--- src/rtl/irq_sequencer.sv ---
// irq_sequencer: prioritised edge-triggered interrupt sequencer.
// Redirects the PC to a source vector on dispatch and back on RETI.
module irq_sequencer #(
  parameter int          NSRC            = 4,
  parameter logic [15:0] VEC_BASE        = 16'h0040,
  parameter int          VEC_STRIDE_LOG2 = 2,
  parameter logic [5:0]  RETI_OP         = 6'b011111
) (
  input  logic            clk,
  input  logic            reset,
  input  logic [NSRC-1:0] irq_in,
  input  logic [NSRC-1:0] irq_mask,
  input  logic [5:0]      op,
  input  logic [15:0]     current_address,
  input  logic [1:0]      flag_ex,
  output logic            pc_mux_sel,
  output logic [15:0]     jmp_loc,
  output logic [1:0]      flag_restore,
  output logic            flag_restore_en,
  output logic [NSRC-1:0] irq_ack,
  output logic            in_isr,
  output logic [1:0]      active_id
);

  typedef enum logic [1:0] {
    IDLE,
    VECTOR,
    ISR,
    RETURN
  } state_t;

  state_t state, state_nx;

  logic [NSRC-1:0] irq_prev;
  logic [NSRC-1:0] pending;
  logic [NSRC-1:0] edges;
  logic [NSRC-1:0] eligible;
  logic [NSRC-1:0] ack;
  logic [1:0]      sel_id;
  logic [1:0]      id_q;
  logic [15:0]     saved_pc;
  logic [1:0]      saved_flags;
  logic [15:0]     vec_addr;
  logic            dispatch;

  assign edges    = irq_in & ~irq_prev;
  assign eligible = pending & irq_mask;
  assign dispatch = (state == IDLE) && (eligible != '0);
  assign vec_addr = VEC_BASE + (16'(id_q) << VEC_STRIDE_LOG2);

  // lowest eligible index wins
  always_comb begin
    sel_id = '0;
    for (int i = NSRC - 1; i >= 0; i--) begin
      if (eligible[i]) sel_id = 2'(i);
    end
  end

  // one-hot acknowledge while vectoring
  always_comb begin
    ack = '0;
    for (int i = 0; i < NSRC; i++) begin
      ack[i] = (state == VECTOR) && (id_q == 2'(i));
    end
  end

  // state register
  always_ff @(posedge clk or negedge reset) begin
    if (!reset) state <= IDLE;
    else        state <= state_nx;
  end

  // edge history, pending set/clear (set wins) and dispatch capture
  always_ff @(posedge clk or negedge reset) begin
    if (!reset) begin
      irq_prev    <= '0;
      pending     <= '0;
      id_q        <= '0;
      saved_pc    <= '0;
      saved_flags <= '0;
    end else begin
      irq_prev <= irq_in;
      pending  <= (pending & ~ack) | edges;
      if (dispatch) begin
        id_q        <= sel_id;
        saved_pc    <= current_address;
        saved_flags <= flag_ex;
      end
    end
  end

  // next-state logic; no nesting while in an ISR
  always_comb begin
    state_nx = state;
    unique case (state)
      IDLE:    if (dispatch) state_nx = VECTOR;
      VECTOR:  state_nx = ISR;
      ISR:     if (op == RETI_OP) state_nx = RETURN;
      RETURN:  state_nx = IDLE;
      default: state_nx = IDLE;
    endcase
  end

  // Moore outputs decoded from state and saved registers
  always_comb begin
    pc_mux_sel      = 1'b0;
    jmp_loc         = 16'h0000;
    flag_restore_en = 1'b0;
    in_isr          = 1'b1;
    unique case (state)
      IDLE:    in_isr = 1'b0;
      VECTOR: begin
        pc_mux_sel = 1'b1;
        jmp_loc    = vec_addr;
      end
      ISR:     ;
      RETURN: begin
        pc_mux_sel      = 1'b1;
        jmp_loc         = saved_pc;
        flag_restore_en = 1'b1;
      end
      default: in_isr = 1'b0;
    endcase
  end

  assign irq_ack      = ack;
  assign flag_restore = saved_flags;
  assign active_id    = id_q;

endmodule

--- config.mk ---
export PLATFORM = sky130hd
export DESIGN_NAME = irq_sequencer
export DESIGN_NICKNAME = d
export VERILOG_FILES = /design/src/rtl/irq_sequencer.sv
export SDC_FILE = /design/constraint.sdc
export NUM_CORES = 1
export LEC_CHECK = 0
export ABC_AREA = 1
export BUFFER_PORTS_ARGS = -buffer_cell sky130_fd_sc_hd__buf_4
export CAP_MARGIN = 10
export CORE_UTILIZATION = 35
export DETAILED_ROUTE_END_ITERATION = 16
export PLACE_DENSITY_LB_ADDON = 0.05
export RECOVER_POWER = 50
export SLEW_MARGIN = 20
export SYNTH_ARGS = -nofsm -noshare
export SYNTH_HDL_FRONTEND = slang
export SYNTH_SLANG_ARGS = --single-unit
export TNS_END_PERCENT = 100
--- constraint.sdc ---
create_clock -name clk -period 1.2 [get_ports clk]
set_input_delay 0.18 -clock clk [delete_from_list [all_inputs] [get_ports clk]]
set_output_delay 0.18 -clock clk [all_outputs]
set_load 0.1 [all_outputs]
==> out/metrics.cfg, run 1 <==
[routing]
drc=0
dr.pass1.iters=2
top_layer=met4
met1_length_um=1680
wl_met3_um=146
wl_um=4010
postRouteAntennaNets=0
num_vias=1513
drt_iter0_drc=32
viasPerCell=4.64
drt-wirelength-per-cell_um=12.3
met2_length_um=2130

[worst_hold_path]
min_path_type=in2reg
min_from=irq_in[2]
worst_hold_path.endpoint=irq_prev[2]$_DFF_PN0_
min_delay_path_depth=1

[place]
dpl_cell_area_um2=2350
dp.cells=310
place_hpwl_um=2630
gp_congestion=0.730
numPortBuffers=60

[timing]
hold_viol_final=0
max_slew_margin=0.506
worst_pin_slew_ps=741
setup_slack_ps=-558
skew_ps=11.0
slew_violations=0
rsz0062_at_grt=yes
max_freq_ghz=0.569
setup_viol=51
period_share=1.46
finalCriticalPeriod_ps=1760

[setup_path]
end_kind=output pin
cp_data_required_time_ps=1020
reg2reg_from=state[0]$_DFFE_PN0P_
critical_path_buf_inv_count=3
worstRegToRegCells=9
critical_path_peak_fanout=2
path_cells=buf_6 > ha_4 > nor2_4 > clkinvlp_4 > nand3_2 > o21ai_4 > buf_12
slowest_delay_ps=430
cp.arrival_ps=1580
rrSetupSlack_ps=-260
critPathSlowestCell=dfrtp_2
critPathLaunchType=register
crit_type=reg2out
path_delay_family=flip-flops
timing.rr.end=saved_pc[7]$_DFFE_PN0P_

[floorplanning]
fp.dieArea_um2=4470
io_pins=61
die_h_um=66.8
die_x_um=66.8
initial_core_util=0.365
rows=23
core-area_um2=4030

[run_status]
violations=setup timing
status=finished with violations

[clock_network]
cts-buffers-inserted=5
cts_tree=done
clk_latency_ps=280
clockBufferDepth=2
cts-htree-levels=2
clock-sinks=30
clkSlewWorstSetupHoldPaths_ps=70
clock-root-buffer=clkbuf_8

[finish]
diodes=0
nFillCells=291
drive_gt1_frac=0.667
syn_to_final_growth_pct=111
final_net_count=314
fin_area_um2=3100
final_cells=326

[synth]
synth_top_area_share=0.510
yosysSeqAreaShare=0.510
syn_area_per_cell_um2=8.04
ys_seq_elements=30
yosysWarnings=0
synth_cells=183
yosysUniqueCellTypes=18
synth_area_leaders=dfrtp_1 (51%), nand2_1 (17%), nand3_1 (7.5%)
yosysTopAreaCell=dfrtp_1
syn_area_um2=1470
synth_nets=222

[global_route]
grt_usage=0.193
grt_pass1_vias=1434
grt_max_degree=31
grt_pass1_wl_um=6290
antenna_found_initial=0
overflow=0

[flow_run]
cap_violations=0

-- per-layer routing --
metal,up-vias,global-route usage
met4,0,0.0559
li1,758,-
met5,-,0
met3,7,0.0411
met1,714,0.235
met2,34,0.337
-- cells in the mapped netlist, drive strengths merged --
cell type / instances
nor3: 2
inv: 29
nand3: 22
a21oi: 3
buf: 4
clkbuf: 1
dfrtp: 30
nor2: 6
nand2: 70
o22ai: 2
ha: 5
or2: 1
o21ai: 8
-- cell families (layout without fill, tap and decap cells) --
kind of cell,after synthesis,in the layout,synth area share
and+or+nand+nor,101,101,0.292
adders and majority gates,5,5,0.0425
buffers and inverters,34,127,0.105
DFF,30,30,0.510
AOI/OAI and AO/OA,13,13,0.0510
-- sequential cells by signal, summed over array words and instances (netlist names) --
name and flops:
irq_prev 4, saved_pc 16, pending 4, state 2, flag_restore 2, active_id 2
-- placed cells by master, fill, tap and decap left out, types with 3 or more instances in the layout --
| cell type | n |
|---|---|
| nand3_2 | 3 |
| dfrtp_1 | 26 |
| nand2_2 | 32 |
| buf_8 | 4 |
| buf_4 | 40 |
| o21ai_1 | 3 |
| nand2_4 | 9 |
| buf_6 | 14 |
| inv_1 | 11 |
| buf_12 | 24 |
| nand2_8 | 3 |
| clkinvlp_4 | 16 |
| nand3_1 | 19 |
| clkbuf_4 | 4 |
| nand2_1 | 26 |
| nor2_4 | 4 |
| ha_4 | 4 |
| clkbuf_8 | 8 |
-- through the flow --
stage	TNS [ps]	utilization	setup slack (ps)	hold slack, ps
floorplan	-11710	-	-813	-116
global placement	-10500	0.584	-329	136
global route	-19720	0.769	-602	39.4
finish	-17000	0.769	-558	47.5
detailed placement	-10980	0.584	-340	132
CTS	-17060	0.751	-566	1.28
-- area by class of cell --
type,count,area (µm²),area share
Clock buffer,8,110,0.0355
Inverter,29,171,0.0553
Multi-Input combinational cell,119,913,0.295
Sequential cell,30,761,0.245
Tap cell,50,62.6,0.0202
Timing Repair Buffer,90,1080,0.349
-- worst max-delay path by stage --
| stage | startpoint | end | cells after the start |
|---|---|---|---|
| finish | state[1]$_DFFE_PN0P_ | jmp_loc[2] | 7 |
| CTS | state[1]$_DFFE_PN0P_ | jmp_loc[2] | 7 |
| global placement | state[1]$_DFFE_PN0P_ | jmp_loc[2] | 7 |
| detailed placement | state[1]$_DFFE_PN0P_ | jmp_loc[11] | 6 |
| floorplan | active_id[0]$_DFFE_PN0P_ | pending[1]$_DFF_PN0_ | 3 |
| global route | state[1]$_DFFE_PN0P_ | irq_ack[1] | 5 |
-- what timing repair did --
item | in CTS | in global routing
pin swaps | 11 | 6
cloned | 1 | 0
resized for setup | 128 | 18
hold endpoints to repair | 30 | 1
hold buffers | 1 | 1
buffers inserted | 7 | 1
setup endpoints to repair | 51 | 51
Power of run 1 is not shown: default switching activity piles up to over one toggle a cycle in this logic, so the estimate is an artifact.
==> inputs of run 2 (changes only) <==
- ABC_AREA: 1 -> unset
==> out/metrics.cfg, run 2 <==
[run_status]
violations=setup timing
status=finished with violations

[clock_network]
cts_tree=done
clock-sinks=30  ; unchanged
clkSlewWorstSetupHoldPaths_ps=60  ; about the same
clockBufferDepth=2  ; unchanged
cts-htree-levels=2  ; unchanged
cts-buffers-inserted=5  ; unchanged
clk_latency_ps=280  ; about the same
clock-root-buffer=clkbuf_8

[global_route]
grt_usage=0.196  ; +0.00329
antenna_found_initial=0  ; unchanged
grt_max_degree=31  ; unchanged
grt_pass1_vias=1381  ; -3.7%
overflow=0  ; unchanged
grt_pass1_wl_um=6230  ; -0.99%

[synth]
synth_ff_type=dfrtp_1
ys_seq_elements=30  ; unchanged
synth_common_cells=dfrtp_1 (30), and2_1 (13), inv_1 (10), mux2_4 (10), mux2_1 (8)
yosysSeqAreaShare=0.526  ; +0.0157
yosysWarnings=0  ; unchanged
synthArstFlopShare=1.00  ; unchanged
syn_area_per_cell_um2=12.7  ; +59%
yosysUniqueCellTypes=29  ; +11
synth_nets=151  ; -32%
synth_cells=112  ; -39%
synth_top_area_share=0.526  ; +0.0157
synth_area_leaders=dfrtp_1 (53%), mux2_4 (11%), mux2_1 (6.3%)
syn_area_um2=1430  ; -3.0%
synth.most_common_cell=dfrtp_1
yosysTopAreaCell=dfrtp_1
synth_edf_count=0  ; unchanged

[floorplanning]
initial_core_util=0.376  ; +0.0106
core-area_um2=3800  ; -5.7%
fp.dieArea_um2=4340  ; -2.9%
io_pins=61  ; unchanged
die_x_um=65.9  ; -1.5%
rows=22  ; -4.3%
die_h_um=65.9  ; -1.5%

[finish]
final_common_cell=buf_4
largest_reg_flops=16  ; unchanged
final_cell_mix=buf_4 (47), dfrtp_1 (26), buf_12 (26)
syn_to_final_growth_pct=104
drive_gt1_frac=0.785  ; +0.118
nFillCells=248  ; -15%
top_regs=saved_pc x16, irq_prev x4, pending x4
diodes=0  ; unchanged
utilization=0.768  ; -0.00114
final_net_count=247  ; -21%
regMostFlops=saved_pc
final_cells=257  ; -21%

[setup_path]
critPathLaunchType=register
cp_data_required_time_ps=1020  ; about the same
end_kind=output pin
critical_path_peak_fanout=8  ; +6
cp.arrival_ps=1540  ; -40 ps
crit_type=reg2out

[timing]
setup_viol=48  ; -5.9%
finalCriticalPeriod_ps=1720  ; -37.9 ps
hold_viol_final=0  ; unchanged
max_freq_ghz=0.582  ; +2.2%
worst_pin_slew_ps=764  ; +22.6 ps
slew_violations=0  ; unchanged
rsz0062_at_grt=yes
max_slew_margin=0.491  ; -0.0151
period_share=1.43  ; -0.0316
skew_ps=4.38  ; -6.66 ps
timing.hold.ws_ps=37.8  ; -9.62 ps
setup_slack_ps=-520  ; +37.9 ps

[place]
pre_cts_ws_ps=-338  ; +2.31 ps
numPortBuffers=60  ; unchanged
gp_congestion=0.779  ; +6.8%
place_hpwl_um=2500  ; -5.0%
dp.cells=236  ; -24%

[worst_hold_path]
min_path_type=in2reg

[routing]
drt-wirelength-per-cell_um=15.1  ; +23%
postRouteAntennaNets=0  ; unchanged
drt_iter0_drc=69  ; +120%
dr.pass1.iters=3  ; +1
wl_um=3880  ; -3.1%
drc=0  ; unchanged
viasPerCell=4.79  ; +3.2%
num_vias=1231  ; -19%

[flow_run]
cap_violations=0  ; unchanged

## run 2: changes by cell type after synthesis, sizes merged, moves of 3 or more
cell   before  now
nand2      70    2
nand3      22    1
inv        29   10
mux2        0   19
and2        0   13
o21ai       8    3
nor2        6    3
## run 2: final cells by class
type / count / area [µm²] / share of cell area
clock buffer: 8 / 110 / 0.0377
inverter: 10 / 46.3 / 0.0159
multi-input combinational: 69 / 850 / 0.291
sequential: 30 / 761 / 0.261
tap: 48 / 60.1 / 0.0206
timing repair buffer: 92 / 1090 / 0.374
## run 2: repair_timing
item | CTS | global route
setup endpoints to repair | 46 | 51
gates cloned | 0 | 2
pin swaps | 9 | 9
setup buffers | 8 | 3
endpoints found under the hold margin | 30 | 1
gates resized for setup | 95 | 7
hold buffers | 1 | 1
## run 2: final timing paths
check / from / endpoint / slack [ps] / depth (start not counted)
setup reg to reg: state[1]$_DFFE_PN0P_ / saved_pc[6]$_DFFE_PN0P_ / -450 / 7
hold / removal: irq_in[3] / irq_prev[3]$_DFF_PN0_ / 40 / 1
max in group asynchronous: reset / active_id[1]$_DFFE_PN0P_ / 120 / 2
min in group asynchronous: reset / irq_prev[3]$_DFF_PN0_ / 520 / 2
hold reg to reg: irq_prev[1]$_DFF_PN0_ / pending[1]$_DFF_PN0_ / 420 / 1
setup / recovery: state[0]$_DFFE_PN0P_ / jmp_loc[6] / -520 / 5
## run 2: kinds of logic after synthesis
family | count (synthesis) | synth area share
mux | 19 | 0.176
simple gates | 25 | 0.104
flops | 30 | 0.526
fa+ha+maj | 5 | 0.0438
compound gates | 20 | 0.105
buf+inv | 13 | 0.0447
## run 2: worst max-delay path: stages, from the launching register on
cell and delay [ps]:
dfrtp_2 450, buf_6 140, ha_4 190, buf_6 120, a21o_4 190, buf_12 160
## run 2: through the flow
stage	setup TNS, ps	area [µm²]
floorplan	-11870	1600
global placement	-9920	2250
detailed placement	-10440	2250
CTS	-18330	2820
global route	-21910	2920
finish	-19030	2920
## run 2: per-layer routing
| layer | part of all wire | GRT usage | vias to the layer above | wire length [µm] |
|---|---|---|---|---|
| met3 | 0.050 | 0.0603 | 7 | 196 |
| met1 | 0.41 | 0.229 | 608 | 1610 |
| met5 | 0 | 0 | - | 0 |
| li1 | - | - | 578 | - |
| met2 | 0.52 | 0.330 | 38 | 2020 |
| met4 | 0.015 | 0.0815 | 0 | 58 |
Power of run 2 is left out for the same reason.
